[config.mk]
export PLATFORM = sky130hd
export DESIGN_NAME = mem_stage_lsu
export DESIGN_NICKNAME = d
export VERILOG_FILES = /design/src/rtl/mem_pkg.sv /design/src/rtl/mem_lane_align.sv /design/src/rtl/mem_stage_lsu.sv
export SDC_FILE = /design/constraint.sdc
export NUM_CORES = 1
export LEC_CHECK = 0
export CORE_UTILIZATION = 35
export DETAILED_ROUTE_END_ITERATION = 10
export PLACE_DENSITY_LB_ADDON = 0.25
export SETUP_SLACK_MARGIN = 0.4
export SYNTH_ARGS = -nofsm -noshare
export SYNTH_HDL_FRONTEND = slang
export SYNTH_SLANG_ARGS = --single-unit
[constraint.sdc]
create_clock -name clk -period 2.6 [get_ports clk]
set_input_delay 0.78 -clock clk [delete_from_list [all_inputs] [get_ports clk]]
set_output_delay 0.78 -clock clk [all_outputs]
set_load 0.05 [all_outputs]
[src/rtl/mem_pkg.sv]
// Shared encodings for the MEM-stage load/store unit: access sizes and FSM states.
package mem_pkg;

   localparam logic [1:0] SZ_B = 2'b00;
   localparam logic [1:0] SZ_H = 2'b01;
   localparam logic [1:0] SZ_W = 2'b10;
   localparam logic [1:0] SZ_D = 2'b11;

   typedef enum logic {
      ST_IDLE = 1'b0,
      ST_BUSY = 1'b1
   } lsu_state_e;

endpackage

[src/rtl/mem_lane_align.sv]
// Lane steering for the LSU: byte enables, store-data replication, misalignment
// detection on the request side, and lane extraction with extension on the load side.
module mem_lane_align
   import mem_pkg::*;
#(
   parameter int unsigned DATA_W = 32
) (
   input  logic [1:0]                     size,
   input  logic [$clog2(DATA_W/8)-1:0]    offset,
   input  logic [DATA_W-1:0]              store_data,
   output logic [DATA_W/8-1:0]            be_c,
   output logic [DATA_W-1:0]              wdata_c,
   output logic                           misalign_c,
   input  logic [1:0]                     ld_size,
   input  logic                           ld_signed,
   input  logic [$clog2(DATA_W/8)-1:0]    ld_offset,
   input  logic [DATA_W-1:0]              rdata,
   output logic [DATA_W-1:0]              ld_data_c
);

   localparam int unsigned BE_W = DATA_W / 8;

   logic [2:0]        off3;
   logic [BE_W-1:0]   be_mask;
   logic [DATA_W-1:0] shifted;

   assign off3 = 3'(offset);

   // Request side: enable mask by size, replicate the low bits of store data.
   always_comb begin
      be_mask    = '0;
      wdata_c    = store_data;
      misalign_c = 1'b0;
      case (size)
         SZ_B: begin
            be_mask = BE_W'(8'h01);
            wdata_c = {BE_W{store_data[7:0]}};
         end
         SZ_H: begin
            be_mask    = BE_W'(8'h03);
            wdata_c    = {(DATA_W/16){store_data[15:0]}};
            misalign_c = off3[0];
         end
         SZ_W: begin
            be_mask    = BE_W'(8'h0F);
            wdata_c    = {(DATA_W/32){store_data[31:0]}};
            misalign_c = |off3[1:0];
         end
         default: begin
            be_mask    = BE_W'(8'hFF);
            wdata_c    = store_data;
            misalign_c = (DATA_W == 32) || (|off3);
         end
      endcase
   end

   assign be_c    = be_mask << offset;
   assign shifted = rdata >> {ld_offset, 3'b000};

   // Load side: pick the addressed lane and widen it.
   always_comb begin
      ld_data_c = shifted;
      case (ld_size)
         SZ_B: ld_data_c = ld_signed ? DATA_W'($signed(shifted[7:0]))
                                     : DATA_W'(shifted[7:0]);
         SZ_H: ld_data_c = ld_signed ? DATA_W'($signed(shifted[15:0]))
                                     : DATA_W'(shifted[15:0]);
         SZ_W: ld_data_c = ld_signed ? DATA_W'($signed(shifted[31:0]))
                                     : DATA_W'(shifted[31:0]);
         default: ld_data_c = shifted;
      endcase
   end

endmodule

[src/rtl/mem_stage_lsu.sv]
// MEM pipeline stage: passes ALU results through and runs one blocking data-memory
// transaction at a time, stalling upstream until the memory acknowledges.
module mem_stage_lsu
   import mem_pkg::*;
#(
   parameter int unsigned DATA_W     = 32,
   parameter int unsigned ADDR_W     = 32,
   parameter int unsigned REG_ADDR_W = 5
) (
   input  logic                   clk,
   input  logic                   rst,
   input  logic                   ex_valid,
   input  logic                   ex_mem_re,
   input  logic                   ex_mem_we,
   input  logic [1:0]             ex_mem_size,
   input  logic                   ex_mem_signed,
   input  logic [ADDR_W-1:0]      ex_mem_addr,
   input  logic [DATA_W-1:0]      ex_store_data,
   input  logic [DATA_W-1:0]      ex_alu_result,
   input  logic                   ex_regfile_we,
   input  logic [REG_ADDR_W-1:0]  ex_regfile_waddr,
   output logic                   mem_stall,
   output logic                   dm_req,
   output logic                   dm_we,
   output logic [ADDR_W-1:0]      dm_addr,
   output logic [DATA_W/8-1:0]    dm_be,
   output logic [DATA_W-1:0]      dm_wdata,
   input  logic [DATA_W-1:0]      dm_rdata,
   input  logic                   dm_ack,
   output logic                   wb_valid,
   output logic                   wb_regfile_we,
   output logic [REG_ADDR_W-1:0]  wb_regfile_addr,
   output logic [DATA_W-1:0]      wb_data,
   output logic                   misalign_exc
);

   localparam int unsigned BE_W  = DATA_W / 8;
   localparam int unsigned OFF_W = $clog2(BE_W);
   localparam logic [ADDR_W-1:0] ADDR_MASK = ~ADDR_W'(BE_W - 1);

   lsu_state_e            state;
   logic [1:0]            ld_size;
   logic                  ld_signed;
   logic [OFF_W-1:0]      ld_offset;
   logic                  ld_rf_we;
   logic                  ld_store;
   logic [REG_ADDR_W-1:0] ld_waddr;

   logic [BE_W-1:0]       lane_be;
   logic [DATA_W-1:0]     lane_wdata;
   logic                  lane_misalign;
   logic [DATA_W-1:0]     lane_ld_data;
   logic                  mem_op;
   logic                  accept;

   mem_lane_align #(.DATA_W(DATA_W)) u_align (
      .size       (ex_mem_size),
      .offset     (ex_mem_addr[OFF_W-1:0]),
      .store_data (ex_store_data),
      .be_c       (lane_be),
      .wdata_c    (lane_wdata),
      .misalign_c (lane_misalign),
      .ld_size    (ld_size),
      .ld_signed  (ld_signed),
      .ld_offset  (ld_offset),
      .rdata      (dm_rdata),
      .ld_data_c  (lane_ld_data)
   );

   assign mem_op = ex_valid & (ex_mem_re | ex_mem_we);
   assign accept = mem_op & ~lane_misalign;

   // Released in the ack cycle so upstream advances on the same edge the result lands.
   assign mem_stall = rst & (((state == ST_IDLE) & accept) |
                             ((state == ST_BUSY) & ~dm_ack));

   always_ff @(posedge clk or negedge rst) begin
      if (!rst) begin
         state           <= ST_IDLE;
         dm_req          <= 1'b0;
         dm_we           <= 1'b0;
         dm_addr         <= '0;
         dm_be           <= '0;
         dm_wdata        <= '0;
         wb_valid        <= 1'b0;
         wb_regfile_we   <= 1'b0;
         wb_regfile_addr <= '0;
         wb_data         <= '0;
         misalign_exc    <= 1'b0;
         ld_size         <= SZ_B;
         ld_signed       <= 1'b0;
         ld_offset       <= '0;
         ld_rf_we        <= 1'b0;
         ld_store        <= 1'b0;
         ld_waddr        <= '0;
      end else begin
         case (state)
            ST_IDLE: begin
               wb_valid      <= 1'b0;
               wb_regfile_we <= 1'b0;
               misalign_exc  <= 1'b0;
               if (mem_op && lane_misalign) begin
                  wb_valid        <= 1'b1;
                  wb_regfile_addr <= ex_regfile_waddr;
                  wb_data         <= '0;
                  misalign_exc    <= 1'b1;
               end else if (mem_op) begin
                  // Store wins when both read and write are flagged.
                  state     <= ST_BUSY;
                  dm_req    <= 1'b1;
                  dm_we     <= ex_mem_we;
                  dm_addr   <= ex_mem_addr & ADDR_MASK;
                  dm_be     <= lane_be;
                  dm_wdata  <= lane_wdata;
                  ld_size   <= ex_mem_size;
                  ld_signed <= ex_mem_signed;
                  ld_offset <= ex_mem_addr[OFF_W-1:0];
                  ld_rf_we  <= ex_regfile_we;
                  ld_store  <= ex_mem_we;
                  ld_waddr  <= ex_regfile_waddr;
               end else if (ex_valid) begin
                  wb_valid        <= 1'b1;
                  wb_regfile_we   <= ex_regfile_we;
                  wb_regfile_addr <= ex_regfile_waddr;
                  wb_data         <= ex_alu_result;
               end
            end
            ST_BUSY: begin
               wb_valid <= 1'b0;
               if (dm_ack) begin
                  state           <= ST_IDLE;
                  dm_req          <= 1'b0;
                  dm_we           <= 1'b0;
                  dm_be           <= '0;
                  wb_valid        <= 1'b1;
                  wb_regfile_we   <= ld_store ? 1'b0 : ld_rf_we;
                  wb_regfile_addr <= ld_waddr;
                  wb_data         <= ld_store ? '0 : lane_ld_data;
                  misalign_exc    <= 1'b0;
               end
            end
            default: state <= ST_IDLE;
         endcase
      end
   end

endmodule

## Word-level counts from Yosys, hierarchy flattened

Index checks and enable logic that the tools add are counted.

- Register bits: 121
- Input bits: 143
- Output and inout port bits: 111
- Logic and storage cells: 90

- Equality and inequality tests: 8
- Shifts and indexed selects: 2
- Muxes and demuxes: 45
- Bitwise operators: 11
- Reductions and logical operators: 7

Operators by type and width:

| cell | count |
|---|---|
| $mux 32 | 7 |
| $pmux 32 s2 | 3 |
| $shr 32x5->32 | 1 |
| $mux 5 | 4 |
| $mux 1 | 18 |
| $pmux 4 s2 | 2 |
| $mux 4 | 3 |
| $pmux 1 s2 | 6 |
| $pmux 5 s2 | 1 |
| $reduce_and 3->1 | 3 |
| $ne 2x2->1 const B | 3 |
| $ne 3x2->1 const B | 2 |
| $and 1x1->1 | 5 |
| $eq 2x1->1 const B | 2 |
| $logic_not 2->1 | 2 |
| $not 1->1 | 4 |
| $shl 4x2->4 | 1 |
| $pmux 1 s3 | 1 |
| $eq 2x2->1 const B | 1 |
| $or 1x1->1 | 2 |
| $reduce_or 2->1 | 1 |
| $logic_and 1x1->1 | 1 |

## Logic depth before layout (Yosys ltp)

Gate-level depths: netlist of the first run.

- Depth after elaboration: 7
- Gate-level depth with buffers: 7

## Hierarchy

From an unflattened synthesis of the first run, not the netlist that was laid out.

- Cell total of the unflattened synthesis: 502
- Area total of the unflattened synthesis: 6488.7 µm²

By module, submodules not included:

| module | times used | cells an instance | area each (µm²) | sequential area each (µm²) |
|---|---|---|---|---|
| mem_stage_lsu | 1 | 334 | 5251.3 | 3027.9 |
| mem_lane_align | 1 | 168 | 1237.4 | 0.0 |

## Least setup slack after synthesis of the first run

Ideal clock, no wire load.

- Path kind: input -> output
- Start: in ex_mem_addr[0]
- End: out mem_stall
- Arrival: 2202 ps
- Required time: 1820 ps
- Path slack: -382 ps
- Stages on the path: 7
- Path through: buf_2 -> nor3_1 -> o221ai_1 -> buf_2 -> buf_2 -> o21ai_0 -> and2_1

- Cells in the longest elaborated chain, start to end: 7

Ends and longest elaborated chain:

| element | RTL line | source |
|---|---|---|
| from (decl) | mem_stage_lsu.sv:17 | `input logic [ADDR_W-1:0] ex_mem_addr,` |
| $reduce_or 2->1 | mem_lane_align.sv:47 | `misalign_c = \|off3[1:0];` |
| $pmux 1 s3 (*) | mem_lane_align.sv:34 | `case (size)` |
| $not 1->1 (*) | mem_stage_lsu.sv:71 | `assign accept = mem_op & ~lane_misalign;` |
| $and 1x1->1 (*) | mem_stage_lsu.sv:71 |  |
| $and 1x1->1 (*) | mem_stage_lsu.sv:74 | `assign mem_stall = rst & (((state == ST_IDLE) & accept) \|` |
| $or 1x1->1 (*) | mem_stage_lsu.sv:74 |  |
| $and 1x1->1 (*) | mem_stage_lsu.sv:74 |  |
| to (decl) | mem_stage_lsu.sv:22 | `output logic mem_stall,` |

Every way passes the cells marked *; elsewhere a longest branch is shown, timed or not.

## Final worst setup path of the first run

- Start: in ex_mem_size[0]
- End: out mem_stall

- Cells in the longest elaborated chain, start to end: 7
- Elaborated cells between the ends (all ways): 9
- Classes of those cells: 2 x eq/ne; 1 x mux; 5 x bitwise; 1 x reduce/logical

Ends and longest elaborated chain:

| element | RTL line | source |
|---|---|---|
| from (decl) | mem_stage_lsu.sv:15 | `input logic [1:0] ex_mem_size,` |
| $eq 2x2->1, or another cell as far along | mem_lane_align.sv:34 |  |
| $pmux 1 s3 (*) | mem_lane_align.sv:34 |  |
| $not 1->1 (*) | mem_stage_lsu.sv:71 |  |
| $and 1x1->1 (*) | mem_stage_lsu.sv:71 |  |
| $and 1x1->1 (*) | mem_stage_lsu.sv:74 |  |
| $or 1x1->1 (*) | mem_stage_lsu.sv:74 |  |
| $and 1x1->1 (*) | mem_stage_lsu.sv:74 |  |

Marks and branches as above.

==> results.toml, run 1 <==
[sta]
fmax_mhz = 414
slew_viol_final = 0
fin_worst_skew_ns = 0.0125
finalHoldViolCount = 0
fin_ws_ns = 0.187
tns_ns = 0
post-route-min-period_ns = 2.41
max_slew_margin_pct = 37.8
worstMarginPinSlew_ns = 0.930
setup_violations = 0
rsz0062_at_grt = "yes"
finalCritPeriodShare_pct = 92.8
whs_ns = 0.388

[synth]
yosys_most_used_dff = "dfrtp_1"
synth-edff-count = 0
synth_area_um2 = 5870
avgSynthCellArea_um2 = 12.1
yosys_register_bits = 121
synth_seq_area_share_pct = 51.6
synthTopCellsByArea = "dfrtp_1 52%, mux2_2 14%, mux2i_1 7.0%"
synth_top_area_share_pct = 51.6
synth.yosys.warnings = 0
netlist_instances = 484
synth_area_leader_cell = "dfrtp_1"
async_reset_ff_share_pct = 100
yosysUniqueCellTypes = 42

[critical_path]
cp-end-kind = "output pin"
crit_chain = "buf_6 -> nor3_4 -> o221ai_4 -> o21ai_2 -> and2_4 -> buf_8"
path_max_fanout = 4
cp_top_family = "simple AND/OR/NAND/NOR gates"
cp_slowest_cell = "nor3_4"
crit_buf_inv = 2
worstPathRequired_ns = 1.82
critPathLaunchType = "primary input"
cp.arrival_ns = 1.63
crit_type = "primary input to output pin"
max_stage_delay_ns = 0.23
ff2ff_setup_slack_ns = 0.55

[placed_design]
place_hpwl_um = 13300
placed_cell_area_um2 = 8790
place_congestion = 0.935
pre_cts_ws_ns = -0.301
io_buffers = 251

[die]
start_util_pct = 36.4
die_w_um = 131
die_h_um = 131
io_pins = 254
die-area_um2 = 17300
rows = 46
core_area_um2 = 16100

[layout]
syn_to_final_growth_pct = 59.9
fillerInstances = 1366
final_nets = 893
multiInputGateArea_um2 = 2690
register_area_um2 = 3030
fin_area_um2 = 9380
drive_above_1_share_pct = 21.5

[cts]
clk_pin_slew_ns = 0.05
cts_hold_buf = 0
clockBufferDepth = 2
cts_root_buf = "clkbuf_16"
cts.sinks = 121
h-tree-depth = 4
cts_tree = "built"
numCtsBuffers = 17
clk_latency_ns = 0.41

[global_routing]
grt_usage_pct = 22.1
gr-total-overflow = 0
grt_pass1_vias = 5404
grt_max_degree = 122
grt_pass1_wl_um = 29700
antenna_found_initial = 1

[drt]
vias = 5056
wl_um = 18600
drc = 0
drtPass1Iterations = 4
antenna_left = 0
avgRoutedWirePerCell_um = 18.9
met2_length_um = 8740
drt_iter0_markers = 190
wl_met3_um = 1650
m1WireLength_um = 7660
top_layer = "met4"
avgViaCountPerCell = 5.16

[job]
maxCapViolations = 0

[run_status]
outcome = "completed"

[min_path]
holdCritPathClass = "primary input to async pin"

[pwr]
p_leak_nw = 4.41
p_total_mw = 9.14
p_per_area_nw_per_um2 = 975
ir_worst_vdd_mv = 0.512
## path summary, 6_finish.rpt
path	from	endpoint	depth (start not counted)
max	ex_mem_size[0]	mem_stall	6
min	rst	ld_signed$_DFFE_PN0P_	2
max reg2reg	ld_offset[1]$_DFFE_PN0P_	wb_data[10]$_DFFE_PN0P_	4
min reg2reg	dm_wdata[28]$_DFFE_PN0P_	dm_wdata[28]$_DFFE_PN0P_	2
max in group asynchronous	rst	dm_wdata[26]$_DFFE_PN0P_	2
min in group clk	dm_wdata[28]$_DFFE_PN0P_	dm_wdata[28]$_DFFE_PN0P_	2
## Yosys cell counts, drive strengths merged, types with 9 or more instances
| library cell | number |
|---|---|
| o21ai | 32 |
| nor2 | 12 |
| a22o | 10 |
| a21oi | 9 |
| mux2 | 75 |
| mux2i | 41 |
| a211o | 23 |
| a32o | 15 |
| nand3b | 12 |
| clkbuf | 14 |
| buf | 26 |
| dfrtp | 121 |
| nand2 | 36 |
## report_power, final
part	total (mW)	internal (mW)	switching, mW
Combinational	3.83	1.30	2.54
Clock	2.63	1.78	0.853
Sequential	2.68	2.39	0.283
## cell families (layout without fill, tap and decap cells)
kind of cell,count (synthesis),in the layout,synth area share (%)
buffers and inverters,44,322,3.67
AO/OA/AOI/OAI,116,116,14.9
AND/OR/NAND/NOR,84,84,7.55
flip-flops,121,121,51.6
multiplexers,118,118,22.2
other,1,3,0.0639
## state kept, by name, summed over array words and instances, names as in the netlist
name and cells:
ld_store 1, dm_we 1, state 1, dm_addr 30, ld_rf_we 1, ld_waddr 5, misalign_exc 1, wb_data 32
ld_size 2, wb_regfile_addr 5, wb_regfile_we 1, dm_be 4, dm_req 1, ld_signed 1, ld_offset 2, wb_valid 1
dm_wdata 32
## area by class of cell
| type | count | share of cell area [%] |
|---|---|---|
| Timing Repair Buffer | 286 | 28.8 |
| Tap cell | 216 | 2.88 |
| Clock inverter | 11 | 2.04 |
| Inverter | 4 | 0.160 |
| Antenna cell | 1 | 0.0267 |
| Clock buffer | 21 | 5.02 |
| Sequential cell | 121 | 32.3 |
| Multi-Input combinational cell | 320 | 28.7 |
## per-layer routing
layer  GRT usage, %  vias to the layer above
met2           36.2                      241
met1           26.4                     2452
li1               -                     2329
met3           7.45                       34
met5              0                        -
met4           9.30                        0
## placed cells by master (no fill, tap or decap), types with 2 or more instances in the layout
cell type	Yosys	routed
clkdlybuf4s50_1	0	130
dfrtp_1	121	121
dlygate4sd2_1	0	113
mux2_2	75	75
mux2i_1	41	41
nand2_1	36	36
o21ai_0	32	31
buf_4	4	29
a211o_1	23	23
clkbuf_16	0	17
a32o_1	15	15
nand3b_1	12	12
nor2_1	12	11
a22o_1	10	10
o2bb2ai_1	8	8
o211ai_1	8	8
a21oi_1	9	8
nor2b_1	8	7
buf_12	0	7
nand3_1	6	6
bufinv_16	0	5
inv_1	4	4
buf_2	16	4
clkbuf_8	0	3
clkinv_2	0	3
o21a_1	2	2
o31ai_1	2	2
conb_1	1	2
clkinv_4	0	2
## what timing repair did
action                                  CTS  global route
resized for setup                       142             1
pin swaps                                 5             3
buffers inserted                          4             2
endpoints found under the setup margin  207             2
endpoints found under the hold margin     0             0
## metrics by stage
step,instances,util (%)
6_report,980,58.2
5_1_grt,979,58.2
4_1_cts,977,58.1
3_5_place_dp,941,54.5
3_3_place_gp,941,54.5
2_1_floorplan,485,-
Power figures use the tool's default switching activity.
==> inputs of run 2 (changes only) <==
--- a/config.mk
+++ b/config.mk
@@ -5,7 +5,7 @@
 export SDC_FILE = /design/constraint.sdc
 export NUM_CORES = 1
 export LEC_CHECK = 0
-export CORE_UTILIZATION = 35
+export CORE_UTILIZATION = 25
 export DETAILED_ROUTE_END_ITERATION = 10
 export PLACE_DENSITY_LB_ADDON = 0.25
 export SETUP_SLACK_MARGIN = 0.4
==> results.toml, run 2 (same netlist as run 1, synthesis figures left out) <==
[drt]
avgViaCountPerCell = 4.66
top_layer = "met5"
drt_iter0_markers = 216
wl_um = 20000
avgRoutedWirePerCell_um = 18.5
met2_length_um = 9440
antenna_left = 0
drtPass1Iterations = 4
vias = 5028
wl_met3_um = 1930
drc = 0
m1WireLength_um = 8160

[cts]
cts.sinks = 121
cts_tree = "built"
h-tree-depth = 4
cts_root_buf = "clkbuf_16"
clk_pin_slew_ns = 0.06
clockBufferDepth = 2
clk_latency_ns = 0.41
numCtsBuffers = 17
cts_hold_buf = 0

[min_path]
worstHoldStart = "dm_wdata[8]$_DFFE_PN0P_"
hold_depth = 2
holdCritPathClass = "flip-flop to flip-flop"

[placed_design]
pre_cts_ws_ns = -0.423
io_buffers = 251
place_hpwl_um = 14200
dp_cells = 1043
placed_cell_area_um2 = 8940
place_congestion = 0.838

[critical_path]
cp-end-kind = "output pin"
critPathCapture = "mem_stall"
ff2ff_setup_slack_ns = 0.54
cp.arrival_ns = 1.65
crit_start = "ex_mem_we"
path_max_fanout = 2
r2r-start = "ld_offset[1]$_DFFE_PN0P_"
critPathLaunchType = "primary input"
timing.rr.end = "wb_data[18]$_DFFE_PN0P_"
worstPathRequired_ns = 1.82
crit_type = "primary input to output pin"
reg2reg_depth = 6

[sta]
rsz0062_at_grt = "yes"
setup_violations = 0
fin_worst_skew_ns = 0.00709
worstMarginPinSlew_ns = 0.858
tns_ns = 0
finalCritPeriodShare_pct = 93.4
fmax_mhz = 412
max_slew_margin_pct = 42.6
post-route-min-period_ns = 2.43
fin_ws_ns = 0.170
whs_ns = 0.480
slew_viol_final = 0
finalHoldViolCount = 0

[global_routing]
grt_max_degree = 122
grt_usage_pct = 16.6
antenna_found_initial = 2
grt_pass1_vias = 5409
gr-total-overflow = 0
grt_pass1_wl_um = 30400

[die]
die-area_um2 = 24100
die_w_um = 155
die_h_um = 155
io_pins = 254
rows = 55
start_util_pct = 25.7
core_area_um2 = 22800

[layout]
syn_to_final_growth_pct = 61.5
mostFrequentLayoutCells = "129 x clkdlybuf4s50_1, 121 x dfrtp_1, 113 x dlygate4sd2_1"
fin_area_um2 = 9470
mostFrequentLayoutCell = "clkdlybuf4s50_1"
final_nets = 896
drive_above_1_share_pct = 21.8
fin_cells = 1080
post-route-util_pct = 41.5
reg_top3 = "dm_wdata: 32 flops, wb_data: 32 flops, dm_addr: 30 flops"

[pwr]
p_total_mw = 8.87
p_leak_nw = 4.40
p_per_area_nw_per_um2 = 936
ir_worst_vdd_mv = 0.483

[run_status]
outcome = "completed"

[job]
maxCapViolations = 0
-- run 2: how the worst min path moves through the flow --
stage and end:
3_5_place_dp dm_wdata[8]$_DFFE_PN0P_, 3_3_place_gp dm_wdata[17]$_DFFE_PN0P_, 6_report dm_wdata[8]$_DFFE_PN0P_, 4_1_cts dm_wdata[8]$_DFFE_PN0P_, 5_1_grt wb_data[30]$_DFFE_PN0P_, 2_1_floorplan ld_waddr[0]$_DFFE_PN0P_
-- run 2: final cells by class --
cell class / count / area [um^2]
multi-input combinational: 320 / 2690
timing repair buffer: 289 / 2760
tap: 313 / 392
antenna: 1 / 2.50
clock inverter: 14 / 150
sequential: 121 / 3030
fill: 2228 / 13400
clock buffer: 18 / 429
inverter: 4 / 15.0
-- run 2: where the power goes --
part | internal (mW) | leakage (nW) | total, mW | switching (mW)
logic | 1.30 | 2.63 | 3.88 | 2.58
registers | 2.39 | 1.49 | 2.67 | 0.274
clock network | 1.42 | 0.277 | 2.32 | 0.903
total | 5.11 | 4.40 | 8.87 | 3.76
-- run 2: worst max-delay path, stage by stage --
cell and delay [ns]:
dlygate4sd2_1 0.27, o221ai_4 0.21, o21ai_2 0.08, and2_4 0.16, buf_8 0.14
-- run 2: repair_timing --
| item | in CTS | in global routing |
|---|---|---|
| endpoints found under the setup margin | 206 | 38 |
| pin swaps | 5 | 3 |
| buffers inserted | 3 | 0 |
| resized for setup | 144 | 5 |
| cloned | 0 | 1 |
-- run 2: routing by layer --
metal	global-route usage (%)	vias to the layer above
met5	0	-
met1	19.5	2439
li1	-	2327
met3	6.24	26
met4	5.46	2
met2	27.9	234
==> inputs of run 3 (changes only) <==
--- a/config.mk
+++ b/config.mk
@@ -6,6 +6,7 @@
 export NUM_CORES = 1
 export LEC_CHECK = 0
 export CORE_UTILIZATION = 25
+export CTS_CLUSTER_DIAMETER = 120
 export DETAILED_ROUTE_END_ITERATION = 10
 export PLACE_DENSITY_LB_ADDON = 0.25
 export SETUP_SLACK_MARGIN = 0.4
==> results of run 3 <==
The final DEF is identical to that of run 2; final timing and power are the same.
